**config.mk**
```make
export PLATFORM = sky130hd
export DESIGN_NAME = uart_tx_arbiter
export DESIGN_NICKNAME = d
export VERILOG_FILES = /design/src/rtl/uart_tx_arbiter.sv
export SDC_FILE = /design/constraint.sdc
export NUM_CORES = 1
export LEC_CHECK = 0
export ABC_AREA = 0
export BUFFER_PORTS_ARGS = -buffer_cell sky130_fd_sc_hd__buf_2
export CORE_UTILIZATION = 48
export CTS_CLUSTER_SIZE = 20
export DETAILED_ROUTE_END_ITERATION = 6
export GPL_TIMING_DRIVEN = 1
export PLACE_DENSITY = 0.89
export SLEW_MARGIN = 20
export SYNTH_ARGS = -nofsm -noshare
export SYNTH_HDL_FRONTEND = slang
export SYNTH_SLANG_ARGS = --single-unit
export TNS_END_PERCENT = 1
```
**constraint.sdc**
```tcl
create_clock -name clk -period 2 [get_ports clk]
set_clock_uncertainty 0.15 [all_clocks]
set_input_delay 0.3 -clock clk [delete_from_list [all_inputs] [get_ports clk]]
set_output_delay 0.3 -clock clk [all_outputs]
set_load 0.01 [all_outputs]
```
**src/rtl/uart_tx_arbiter.sv**
```systemverilog
// Round-robin arbiter sharing one UART transmitter among N_REQ byte-stream
// requesters. A grant lasts for a whole packet (up to MAX_BURST bytes), and
// bytes are paced on the transmitter's busy flag. tx_start, tx_data and
// req_ready are registered, so the byte, its start pulse and its acceptance
// strobe all appear in the same cycle.
module uart_tx_arbiter #(
   parameter  int N_REQ     = 4,
   parameter  int DATA_W    = 8,
   parameter  int MAX_BURST = 16,
   localparam int ID_W      = (N_REQ > 1) ? $clog2(N_REQ) : 1,
   localparam int CNT_W     = $clog2(MAX_BURST + 1)
) (
   input  logic                    clk,
   input  logic                    reset,
   input  logic [N_REQ-1:0]        req_valid,
   input  logic [N_REQ*DATA_W-1:0] req_data,
   input  logic [N_REQ-1:0]        req_last,
   output logic [N_REQ-1:0]        req_ready,
   output logic                    tx_start,
   output logic [DATA_W-1:0]       tx_data,
   input  logic                    tx_busy,
   output logic                    grant_valid,
   output logic [ID_W-1:0]         grant_id
);

   typedef enum logic [1:0] {
      IDLE,
      GRANT,
      SEND,
      WAIT_DONE
   } state_t;

   state_t           state;
   state_t           state_next;
   logic [ID_W-1:0]  rr_ptr;
   logic [ID_W-1:0]  scan_id;
   logic [ID_W-1:0]  sel_id;
   logic             sel_found;
   logic [CNT_W-1:0] burst_cnt;
   logic             last_q;
   logic             do_grant;
   logic             do_start;
   logic             do_release;

   // Round-robin search: first requesting index at or above rr_ptr, with wrap.
   // Scanning from the far end down lets the nearest hit overwrite the others.
   // NOTE: every signal written here gets a default before any branch, so no
   // path leaves a value unassigned and no latch is inferred.
   always_comb begin
      sel_found = 1'b0;
      sel_id    = rr_ptr;
      scan_id   = rr_ptr;
      for (int k = N_REQ - 1; k >= 0; k--) begin
         scan_id = ID_W'((int'(rr_ptr) + k) % N_REQ);
         if (req_valid[scan_id]) begin
            sel_found = 1'b1;
            sel_id    = scan_id;
         end
      end
   end

   // State register.
   // NOTE: sequential state uses non-blocking assignments so every register
   // samples pre-edge values regardless of block evaluation order.
   always_ff @(posedge clk or posedge reset) begin
      if (reset) begin
         state <= IDLE;
      end else begin
         state <= state_next;
      end
   end

   // Next-state logic and the single-cycle action strobes for the datapath.
   always_comb begin
      state_next = state;
      do_grant   = 1'b0;
      do_start   = 1'b0;
      do_release = 1'b0;
      case (state)
         IDLE: begin
            if (sel_found) begin
               do_grant   = 1'b1;
               state_next = GRANT;
            end
         end
         GRANT: begin
            // The owner keeps the transmitter even while it stalls mid-packet.
            if (req_valid[grant_id] && !tx_busy) begin
               do_start   = 1'b1;
               state_next = SEND;
            end
         end
         SEND: begin
            // The transmitter raises busy the cycle after tx_start.
            if (tx_busy) begin
               state_next = WAIT_DONE;
            end
         end
         WAIT_DONE: begin
            if (!tx_busy) begin
               if (last_q || (burst_cnt == CNT_W'(MAX_BURST))) begin
                  do_release = 1'b1;
                  state_next = IDLE;
               end else begin
                  state_next = GRANT;
               end
            end
         end
         default: state_next = IDLE;
      endcase
   end

   // Grant bookkeeping, byte capture and the registered transmitter interface.
   always_ff @(posedge clk or posedge reset) begin
      if (reset) begin
         rr_ptr      <= '0;
         grant_valid <= 1'b0;
         grant_id    <= '0;
         burst_cnt   <= '0;
         last_q      <= 1'b0;
         tx_start    <= 1'b0;
         tx_data     <= '0;
         req_ready   <= '0;
      end else begin
         tx_start  <= do_start;
         req_ready <= do_start ? (N_REQ'(1) << grant_id) : '0;
         if (do_grant) begin
            grant_valid <= 1'b1;
            grant_id    <= sel_id;
            burst_cnt   <= '0;
         end
         if (do_start) begin
            tx_data   <= req_data[grant_id*DATA_W +: DATA_W];
            last_q    <= req_last[grant_id];
            burst_cnt <= burst_cnt + CNT_W'(1);
         end
         if (do_release) begin
            // The releasing requester drops to lowest priority.
            grant_valid <= 1'b0;
            rr_ptr      <= (grant_id == ID_W'(N_REQ - 1)) ? '0 : grant_id + ID_W'(1);
         end
      end
   end

endmodule

```
Yosys cells after proc, flatten, opt, wreduce, memory -nomap -nowiden
Index checks and enable logic that the tools add are counted.

Add/subtract/negate cells: 5. Order comparisons: 5. Equality and inequality tests: 9. Shift-type cells: 2. Multiplexer cells: 39. Reduce and logical (&&, ||, !) cells: 7.

Operators with widths (count): indexed part select 32 x 6 -> 8 bit (1); 2-to-1 mux 1 bit (20); 2-to-1 mux 2 bit (9); < comparator 2 x 3 -> 1 bit, second input constant (5); binary-select mux 1 bit (select 2 bit) (6); 2-to-1 mux 5 bit (2); != test 2 bit, second input constant (4); case mux 2 bit (4 select lines) (1); equality test 2 bit, second input constant (3); adder 5 x 1 -> 5 bit, second input constant (1); equality test 5 bit, second input constant (1); adder 2 x 1 -> 2 bit, second input constant (2); adder 2 bit, second input constant (2); 2-to-1 mux 4 bit (1); AND reduction 4 bit (1); nonzero test 2 bit (2); left shift 1 x 2 -> 4 bit, first input constant (1); equality test 2 x 1 -> 1 bit, second input constant (1); logical NOT 2 bit (1); logical AND 1 bit (1); logical NOT 1 bit (1); logical OR 1 bit (1).

Flip-flop bits (word level): 26. Input bits: 43. Output and inout bits: 16.

Logic depth before layout (Yosys ltp)
Gate-level depths: netlist of the first run.

Word-level depth: 11. Gate-level depth with buffers: 7.

Worst setup path after synthesis of the first run
Ideal clock, no wire load.

Path kind: register to register. Start: reg grant_id[0]. End: reg burst_cnt[2]. Arrival time: 1.631 ns. Slack: 0.092 ns. Stages on the path, launching flop included: 6. Path buffers: 1. Path through: dfrtp_1 > mux4_2 > nand3b_2 > buf_6 > nor3b_1 > a311o_1.

Longest elaborated chain between the ends: 6. Elaborated cells between the ends (all ways): 7. Those cells by class: 5 x mux; 2 x reduce/logical.

RTL lines: start: declaration (line 23) `output logic [ID_W-1:0] grant_id`; start signal: assignment (line 129) `grant_id <= sel_id;`; binary-select mux 1 bit (select 2 bit) (*) (line 88) `if (req_valid[grant_id] && !tx_busy) begin`; 2-to-1 mux 1 bit (implied by the code) (*) (line 88); logical AND 1 bit (*) (line 88); 2-to-1 mux 1 bit (*) (line 88); 2-to-1 mux 1 bit (*) (line 79) `case (state)`; 2-to-1 mux 5 bit or nonzero test 2 bit (tied branches); end signal: assignment (line 135) `burst_cnt <= burst_cnt + CNT_W'(1);`; end: declaration (line 39) `logic [CNT_W-1:0] burst_cnt;`.

Every way passes the cells marked *; elsewhere a longest branch is shown, timed or not. The select of a mux whose other input is x is not followed. A chain may end at the register's enable or synchronous reset.

Worst setup path after layout of the first run
Start: reg grant_id[0]. End: reg req_ready[3].

Longest elaborated chain between the ends: 6. Elaborated cells between the ends (all ways): 7. Those cells by class: 1 x shift; 5 x mux; 1 x reduce/logical.

RTL lines: binary-select mux 1 bit (select 2 bit) (line 88); 2-to-1 mux 1 bit (implied by the code) (line 88); logical AND 1 bit (line 88); 2-to-1 mux 1 bit (line 88); 2-to-1 mux 1 bit (line 79); 2-to-1 mux 4 bit (*) (line 126) `req_ready <= do_start ? (N_REQ'(1) << grant_id) : '0;`; end signal: assignment (line 126); end: declaration (line 18) `output logic [N_REQ-1:0] req_ready,`.

Marked as above.

==> results of run 1 <==
-- metal layers --
metal	share of wire [%]	vias to the layer above	wire, um	GRT usage [%]
met5	0	-	0	0
met4	0.58	0	19	5.44
met3	3.9	2	127	5.49
met2	52	29	1700	35.3
met1	44	626	1430	25.7
li1	-	635	-	-
-- placed cells by master, fill, tap and decap left out, drive strengths merged --
| cell type | Yosys | layout |
|---|---|---|
| a22oi | 1 | 1 |
| buf | 4 | 63 |
| a21boi | 1 | 1 |
| xor2 | 1 | 1 |
| o221a | 1 | 1 |
| a311o | 1 | 1 |
| a2111o | 1 | 1 |
| nand2b | 1 | 1 |
| dfrtp | 26 | 26 |
| mux4 | 10 | 10 |
| nand3b | 1 | 1 |
| nor2b | 3 | 3 |
| a2111oi | 1 | 1 |
| nand2 | 32 | 32 |
| nor3b | 3 | 3 |
| nor3 | 1 | 1 |
| inv | 11 | 11 |
| and2 | 4 | 4 |
| dlygate4sd3 | 0 | 1 |
| or3 | 1 | 1 |
| o31ai | 1 | 1 |
| o21ai | 5 | 5 |
| bufinv | 0 | 1 |
| ha | 10 | 10 |
| nand3 | 8 | 8 |
| nor2 | 8 | 8 |
| nor4 | 1 | 1 |
| mux2 | 3 | 3 |
| clkbuf | 2 | 3 |
| a31oi | 2 | 2 |
| a21oi | 2 | 2 |
| or3b | 1 | 1 |
-- Yosys cell counts (all sizes together), types with 3 or more instances --
cell   number
nand2      32
dfrtp      26
inv        11
ha         10
mux4       10
nand3       8
nor2        8
o21ai       5
and2        4
buf         4
mux2        3
nor2b       3
nor3b       3
-- flip-flops by register name (all words and copies together) (netlist names) --
name         count
burst_cnt        5
grant_id         2
grant_valid      1
last_q           1
req_ready        4
rr_ptr           2
state            2
tx_data          8
tx_start         1
-- power groups by stage --
stage	Clock [mW]	Combinational, mW	Sequential, mW
after floorplan	0	0.675	0.884
after global placement	0	1.02	0.830
after detailed placement	0	1.06	0.836
after CTS	0.371	1.06	0.826
after global routing	0.388	1.17	0.852
final	0.362	1.04	0.825
-- how the worst max path moves through the flow --
stage / from / end / slack [ns] / cells past startpoint
after global placement: req_valid[3] / burst_cnt[4] / 0.17 / 6
after floorplan: grant_id[0] / burst_cnt[2] / 0.09 / 5
after detailed placement: req_valid[1] / req_ready[3] / 0.12 / 5
after global routing: grant_id[0] / burst_cnt[4] / 0.04 / 5
after CTS: grant_id[0] / req_ready[3] / 0.14 / 4
final: grant_id[0] / req_ready[3] / 0.14 / 4
-- worst max-delay path, stage by stage, from the launching register on --
cell and delay, ns:
dfrtp_1 0.39, mux4_2 0.53, nand3b_2 0.20, inv_1 0.25
and2_1 0.25
-- cell type report --
type | instances | area, um2
inverter | 11 | 41.3
clock inverter | 1 | 30.0
clock buffer | 3 | 22.5
tap | 44 | 55.1
fill | 269 | 1110
multi-input combinational | 104 | 808
sequential | 26 | 651
timing repair buffer | 64 | 338
-- kinds of logic (layout without fill, tap and decap cells) --
| kind of cell | count (synthesis) | in the layout | share of synthesized area [%] |
|---|---|---|---|
| buffers and inverters | 17 | 79 | 4.89 |
| AOI/OAI and AO/OA | 16 | 16 | 7.26 |
| and+or+nand+nor | 64 | 64 | 19.6 |
| DFF | 26 | 26 | 42.4 |
| adders and majority gates | 10 | 10 | 8.16 |
| muxes | 13 | 13 | 17.1 |
| xor gates and xnor gates | 1 | 1 | 0.571 |
-- what timing repair did --
action	in CTS	in global routing
endpoints found under the setup margin	0	0
hold buffers	1	0
gates resized for setup	0	0
endpoints found under the hold margin	8	0
==> flow_summary.toml, run 1 <==
[critical_path]
worst_r2r_endpoint = "req_ready[3]"
required_ns = 2.08
ff2ff_path_depth = 4
worstPathMaxFanout = 16
r2r_slack_ns = 0.14
critPathLaunchType = "flip-flop"
end_kind = "flip-flop"
cp.arrival_ns = 1.94
timing_worst_setup_path_type = "reg2reg"
r2r-start = "grant_id[0]"

[die]
dieHeight_um = 58.5
io_pins = 59
coreArea_mm2 = 0.00305
std_cell_rows = 20
initial_core_util_pct = 50.2
die_w_um = 58.5
dieArea_mm2 = 0.00343

[clocking]
cts_tree = "yes"
clk_latency_ns = 0.33
root_buffer = "clkbuf_4"
post_cts_buffers = 0
cts.htree.levels = 1
clkSlewWorstSetupHoldPaths_ns = 0.14
clock_sinks = 26
clk_path_buf_depth = 2
cts_made_buffers = 3

[placed_design]
gp_congestion = 0.828
place_area_mm2 = 0.00188
dp_hpwl_mm = 2.59
post-place-ws_ns = 0.123
io_buffers = 58
placed_cells = 248

[cells_and_area]
finalNetCount = 263
stdcell_area_mm2 = 0.00195
drive_gt1_share_pct = 39.2
post-route-util_pct = 63.7
n_antenna_cell = 0
fin_cells = 253
synthToLayoutAreaGrowth_pct = 26.8

[logic_synthesis]
syn_nets = 200
async_flop_share_pct = 100
netlist.area_leader.share_pct = 42.4
yosys.area.top_type = "dfrtp_1"
syn_avg_cell_area_um2 = 10.4
synth_area_leaders = "dfrtp_1, mux4_2, ha_1"
synth_ff_type = "dfrtp_1"
yosys.cell_types.count = 33
synth_edf_count = 0
ys_warn_count = 0
synth_cells = 147
ys_ff_latch = 26
seq_area_frac_synth_pct = 42.4
synthesis.area_mm2 = 0.00153

[pwr]
intPower_mw = 1.40
leakagePower_nw = 1.02
share_clk_of_total_power_pct = 16.2
seqPwrFrac_pct = 37.0
p_switching_uw = 830
power_density_mw_per_mm2 = 1150
p_comb_share_pct = 46.7
swShare_pct = 37.2
p_total_mw = 2.23
vdd_drop_max_mv = 0.701

[timing]
rsz0062_at_grt = "no"
fin_crit_sh_pct = 93.0
finalHoldViolCount = 0
finalSetupTns_ns = 0
setup_ws_ns = 0.141
final_max_slew_viol_count = 0
holdWs_ns = 0.155
fmax_mhz = 538
max_slew_margin_pct = 65.6
tightest_slew_ns = 0.502
setup_viol = 0
period_needed_ns = 1.86

[global_routing]
antenna_found_initial = 0
grt_remaining_overflow = 0
grt_usage_pct = 20.5
grt_pass1_wl_mm = 5.22
grt_pass1_vias = 1210
grt_max_degree = 19

[detailed_routing]
drc = 0
vias = 1292
wire_per_inst_um = 12.9
first_pass_iters = 4
wl_mm = 3.28
drtAntennaViolNets = 0
first_iter_violations = 54
via_per_inst = 5.11

[min_path]
holdPathStages = 3
hold_path_class = "in2reg"
hold_start = "req_valid[3]"
min_to = "grant_id[0]"

[job]
drv_cap = 0

[status]
status = "complete, no violations"
Power figures use the tool's default switching activity.
==> run 2: changes to the inputs <==
- BUFFER_PORTS_ARGS: -buffer_cell sky130_fd_sc_hd__buf_2 -> default
- CAP_MARGIN: default -> 20
- CORE_UTILIZATION: 48 -> 50
- DONT_BUFFER_PORTS: default -> 1
- MAX_ROUTING_LAYER: default -> met4
- PLACE_DENSITY: 0.89 -> 0.75
==> run 2 against run 1 <==
The run now ends with DRC left. Global-route usage fell by 0.39 points. Worst hold slack got worse by 0.14 ns. Total power fell by 4.9%. Combinational power fell by 17%. Non-clock buffer count fell by 56. Clock-buffer cell count did not move. Via count fell by 14%. Critical path depth rose by 1. Clock power rose by 2%. Critical path type unchanged. Largest power group is now registers.
==> flow_summary.toml, run 2 (synthesis results as in run 1) <==
[critical_path]
critPathLaunchType = "flip-flop"
timing_worst_setup_path_type = "reg2reg"
r2r-start = "grant_id[0]"
worstPathMaxFanout = 12
worst_r2r_endpoint = "req_ready[2]"
end_kind = "flip-flop"
crit_chain = "mux4_2 > nand3b_2 > clkinvlp_4 > buf_4 > and2_1"
max_stage_delay_ns = 0.54
required_ns = 2.09
crit_start = "grant_id[0]"
ff2ff_path_depth = 5
crit_slowest_cell = "mux4_2"
cp.arrival_ns = 2.03
critPathTopFamily = "multiplexers"
path_buf_inv = 2
r2r_slack_ns = 0.06

[clocking]
clk_latency_ns = 0.33
clock_sinks = 26
root_buffer = "clkbuf_4"
clk_path_buf_depth = 2
clkSlewWorstSetupHoldPaths_ns = 0.14
cts_made_buffers = 3
cts_tree = "yes"
cts.htree.levels = 1

[timing]
setup_viol = 0
finalHoldViolCount = 0
fin_crit_sh_pct = 96.8
tightest_slew_ns = 0.504
period_needed_ns = 1.94
setup_ws_ns = 0.0645
final_max_slew_viol_count = 0
holdWs_ns = 0.0106
max_slew_margin_pct = 65.5
fmax_mhz = 517

[pwr]
power_density_mw_per_mm2 = 1280
vdd_drop_max_mv = 0.616
leakagePower_nw = 0.776

[detailed_routing]
wire_per_inst_um = 16.7
drc = 1
first_pass_iters = 6
drtAntennaViolNets = 0
vias = 1108
first_iter_violations = 64
via_per_inst = 6.02
wl_mm = 3.07

[status]
violations = "DRC"
status = "finished with violations"

[cells_and_area]
final_common_cell = "nand2_1"
n_antenna_cell = 0
finalNetCount = 207
max_flop_register = "tx_data"
largest_reg_flops = 8
largestRegisters = "tx_data (8), burst_cnt (5), req_ready (4)"
synthToLayoutAreaGrowth_pct = 8.08
drive_gt1_share_pct = 17.6
final_cell_mix = "nand2_1, dfrtp_1, inv_1, ha_1, mux4_2"

[global_routing]
met3_usage_pct = 2.95
grt_util_met2_pct = 34.6
grt_remaining_overflow = 0
grt_pass1_vias = 1119
grt_busiest_layer = "met2"
grt_pass1_wl_mm = 4.86
grt_max_degree = 27
grt_util_met1_pct = 23.0
grt_usage_pct = 20.1
antenna_found_initial = 0

[die]
io_pins = 59
dieHeight_um = 57.4
dieArea_mm2 = 0.00329
initial_core_util_pct = 54.2
coreArea_mm2 = 0.00283
std_cell_rows = 19
die_w_um = 57.4

[min_path]
min_to = "grant_id[1]"
hold_start = "req_valid[1]"
holdPathStages = 3
hold_path_class = "in2reg"

[placed_design]
post-place-ws_ns = 0.111
dp_hpwl_mm = 2.22
io_buffers = 0
gp_congestion = 0.837

[job]
drv_cap = 0
[run 2: changes by cell type in the layout (fill, tap and decap cells not counted), sizes merged]
cell	delta
buf	-56
inv	-1
clkinvlp	+1
[run 2: through the flow]
| stage | cell area [um2] | utilization, % | std cells | TNS [ns] | power (mW) |
|---|---|---|---|---|---|
| floorplan | 1530 | - | 147 | 0 | 1.56 |
| global placement | 1570 | 55.5 | 176 | 0 | 1.69 |
| detailed placement | 1570 | 55.5 | 176 | 0 | 1.74 |
| CTS | 1630 | 57.7 | 181 | 0 | 2.10 |
| global route | 1660 | 58.6 | 184 | -0.0143 | 2.29 |
| finish | 1660 | 58.6 | 184 | 0 | 2.12 |
[run 2: power by group]
part	internal [mW]	switching (mW)
registers	0.697	0.194
logic	0.414	0.447
clock network	0.203	0.166
[run 2: worst max path at each step]
| stage | to | depth (start not counted) |
|---|---|---|
| global placement | burst_cnt[4] | 5 |
| global route | req_ready[1] | 5 |
| floorplan | burst_cnt[2] | 5 |
| detailed placement | req_ready[2] | 4 |
| CTS | burst_cnt[4] | 5 |
| finish | req_ready[2] | 5 |
[run 2: final cells by class]
| cell class | instances | area, um2 |
|---|---|---|
| clock buffers | 3 | 22.5 |
| multi-input cells | 104 | 808 |
| clock inverters | 1 | 30.0 |
| well taps | 31 | 38.8 |
| inverters | 11 | 45.0 |
| flip-flops and latches | 26 | 651 |
| fillers | 245 | 1170 |
| repair buffers | 8 | 62.6 |
[run 2: timing repair]
action                     4_1_cts  5_1_grt
hold buffers                     1        0
setup endpoints to repair        0        2
hold endpoints to repair        26        0
buffers inserted                 0        3
resized for setup                0        1
[run 2: per-layer routing]
layer / up-vias / share of wire (%)
li1: 524 / -
met1: 536 / 39
met2: 46 / 53
met3: 2 / 6.9
met4: 0 / 0.88
met5: - / 0
[run 2: worst reg2reg max path: stages, from the launching register on]
cell	delay (ns)
dfrtp_1	0.39
mux4_2	0.54
nand3b_2	0.26
clkinvlp_4	0.18
buf_4	0.18
and2_1	0.15
==> run 3: changes to the inputs <==
- CORE_ASPECT_RATIO: default -> 1.1
==> run 3 against run 2 <==
The run now ends clean. Worst hold slack gained 0.013 ns. Clock-buffer cell count is the same. Core utilization shrank 0.28 points. Sequential power grew 0.8%. Setup slack gained 0.11 ns. Global-route usage grew 0.59 points. Design area shrank 0.53%. Sequential cell count is the same. Critical path type unchanged.
==> flow_summary.toml, run 3 (synthesis results as in run 1) <==
[placed_design]
placed_cells = 180
io_buffers = 0
dp_hpwl_mm = 2.31
gp_congestion = 0.769

[timing]
rsz0062_at_grt = "no"
fmax_mhz = 548
tightest_slew_ns = 0.460
setup_viol = 0
max_slew_margin_pct = 69.3
final_max_slew_viol_count = 0
fin_crit_sh_pct = 91.3
finalSetupTns_ns = 0
finalHoldViolCount = 0
period_needed_ns = 1.83

[cells_and_area]
synthToLayoutAreaGrowth_pct = 7.50
final_common_cell = "nand2_1"
largestRegisters = "tx_data (8), burst_cnt (5), req_ready (4)"
largest_reg_flops = 8
fin_cells = 185
finalNetCount = 206
n_antenna_cell = 0
fill_cells = 245
max_flop_register = "tx_data"
final_cell_mix = "nand2_1, dfrtp_1, inv_1"
drive_gt1_share_pct = 16.4

[min_path]
holdPathStages = 3
hold_path_class = "in2reg"

[die]
initial_core_util_pct = 54.2
die_w_um = 54.8
std_cell_rows = 20
dieArea_mm2 = 0.00329
coreArea_mm2 = 0.00283
io_pins = 59
dieHeight_um = 60.1

[critical_path]
worstPathMaxFanout = 5
critPathTopFamily = "simple AND/OR/NAND/NOR gates"
cp.arrival_ns = 1.89
end_kind = "flip-flop"
timing_worst_setup_path_type = "reg2reg"
crit_slowest_cell = "or3b_2"
path_buf_inv = 1
ff2ff_path_depth = 5
max_stage_delay_ns = 0.50
cp.depth = 5
critPathLaunchType = "flip-flop"
required_ns = 2.07
crit_chain = "inv_1 > ha_1 > a31oi_1 > or3b_2 > mux2_2"

[pwr]
p_comb_share_pct = 40.8
swShare_pct = 37.9
vdd_drop_max_mv = 0.861
power_density_mw_per_mm2 = 1290
p_total_mw = 2.12
share_clk_of_total_power_pct = 16.8
leakagePower_nw = 0.778
seqPwrFrac_pct = 42.4
p_switching_uw = 804
intPower_mw = 1.32

[global_routing]
grt_usage_pct = 20.7
grt_max_degree = 17
antenna_found_initial = 0
grt_remaining_overflow = 0
grt_pass1_vias = 1061
grt_pass1_wl_mm = 4.65

[detailed_routing]
first_iter_violations = 36
via_per_inst = 6.04
first_pass_iters = 4
wl_mm = 2.97
wire_per_inst_um = 16.0
drc = 0
drtAntennaViolNets = 0
vias = 1118

[clocking]
post_cts_buffers = 0
cts_hold_buf = 1
cts_made_buffers = 3
clock_sinks = 26
clkSlewWorstSetupHoldPaths_ns = 0.14
cts_tree = "yes"
postCtsResizedCells = 0
cts.htree.levels = 1
clk_latency_ns = 0.31
clk_path_buf_depth = 2
root_buffer = "clkbuf_4"

[status]
status = "complete, no violations"

[job]
drv_cap = 0
run 3: cell count changes in the layout (fill, tap and decap cells not counted):
cell / delta
buf_4: -1
clkinvlp_4: -1
inv_1: +1
run 3: through the flow:
step	util [%]	setup WS (ns)	hold WS (ns)	instance area, um2
after floorplan	-	0.0924	0.190	1530
after global placement	56.1	0.271	0.0795	1590
after detailed placement	56.1	0.184	0.0722	1590
after CTS	58.3	0.175	0.0212	1650
after global routing	58.3	0.00332	0.0296	1650
final	58.3	0.175	0.0238	1650
run 3: worst min-delay path: cells and delay by family:
kind	cells	cell delay [ns]
and+or+nand+nor	2	0.10
AOI/OAI and AO/OA	1	0.06
run 3: worst paths after layout:
kind | startpoint | end | slack [ns]
min in group asynchronous | reset | burst_cnt[2] | 0.26
setup / recovery | burst_cnt[0] | rr_ptr[1] | 0.17
setup reg to reg | burst_cnt[0] | rr_ptr[1] | 0.17
hold / removal | req_valid[1] | grant_id[1] | 0.02
hold reg to reg | last_q | last_q | 0.39
max in group asynchronous | reset | tx_data[3] | 0.89
run 3: metal layers:
layer  routed length (um)  part of all wire (%)  track usage [%]
met1                 1220                    41             25.9
met2                 1580                    53             32.7
met3                  147                   5.0             4.58
met4                   25                  0.84             6.59
met5                    0                     0                -
run 3: area by class of cell:
type	instances	area, um2	share of cell area [%]
clock buffer	3	22.5	1.37
clock inverter	1	30.0	1.82
inverter	11	41.3	2.50
multi-input combinational	104	808	49.0
sequential	26	651	39.5
tap	33	41.3	2.50
timing repair buffer	7	55.1	3.34
run 3: power groups by stage:
| stage | logic, mW | clock network, mW | registers [mW] |
|---|---|---|---|
| 2_1_floorplan | 0.675 | 0 | 0.884 |
| 3_3_place_gp | 0.822 | 0 | 0.889 |
| 3_5_place_dp | 0.871 | 0 | 0.911 |
| 4_1_cts | 0.876 | 0.362 | 0.898 |
| 5_1_grt | 0.976 | 0.396 | 0.926 |
| 6_report | 0.865 | 0.355 | 0.899 |
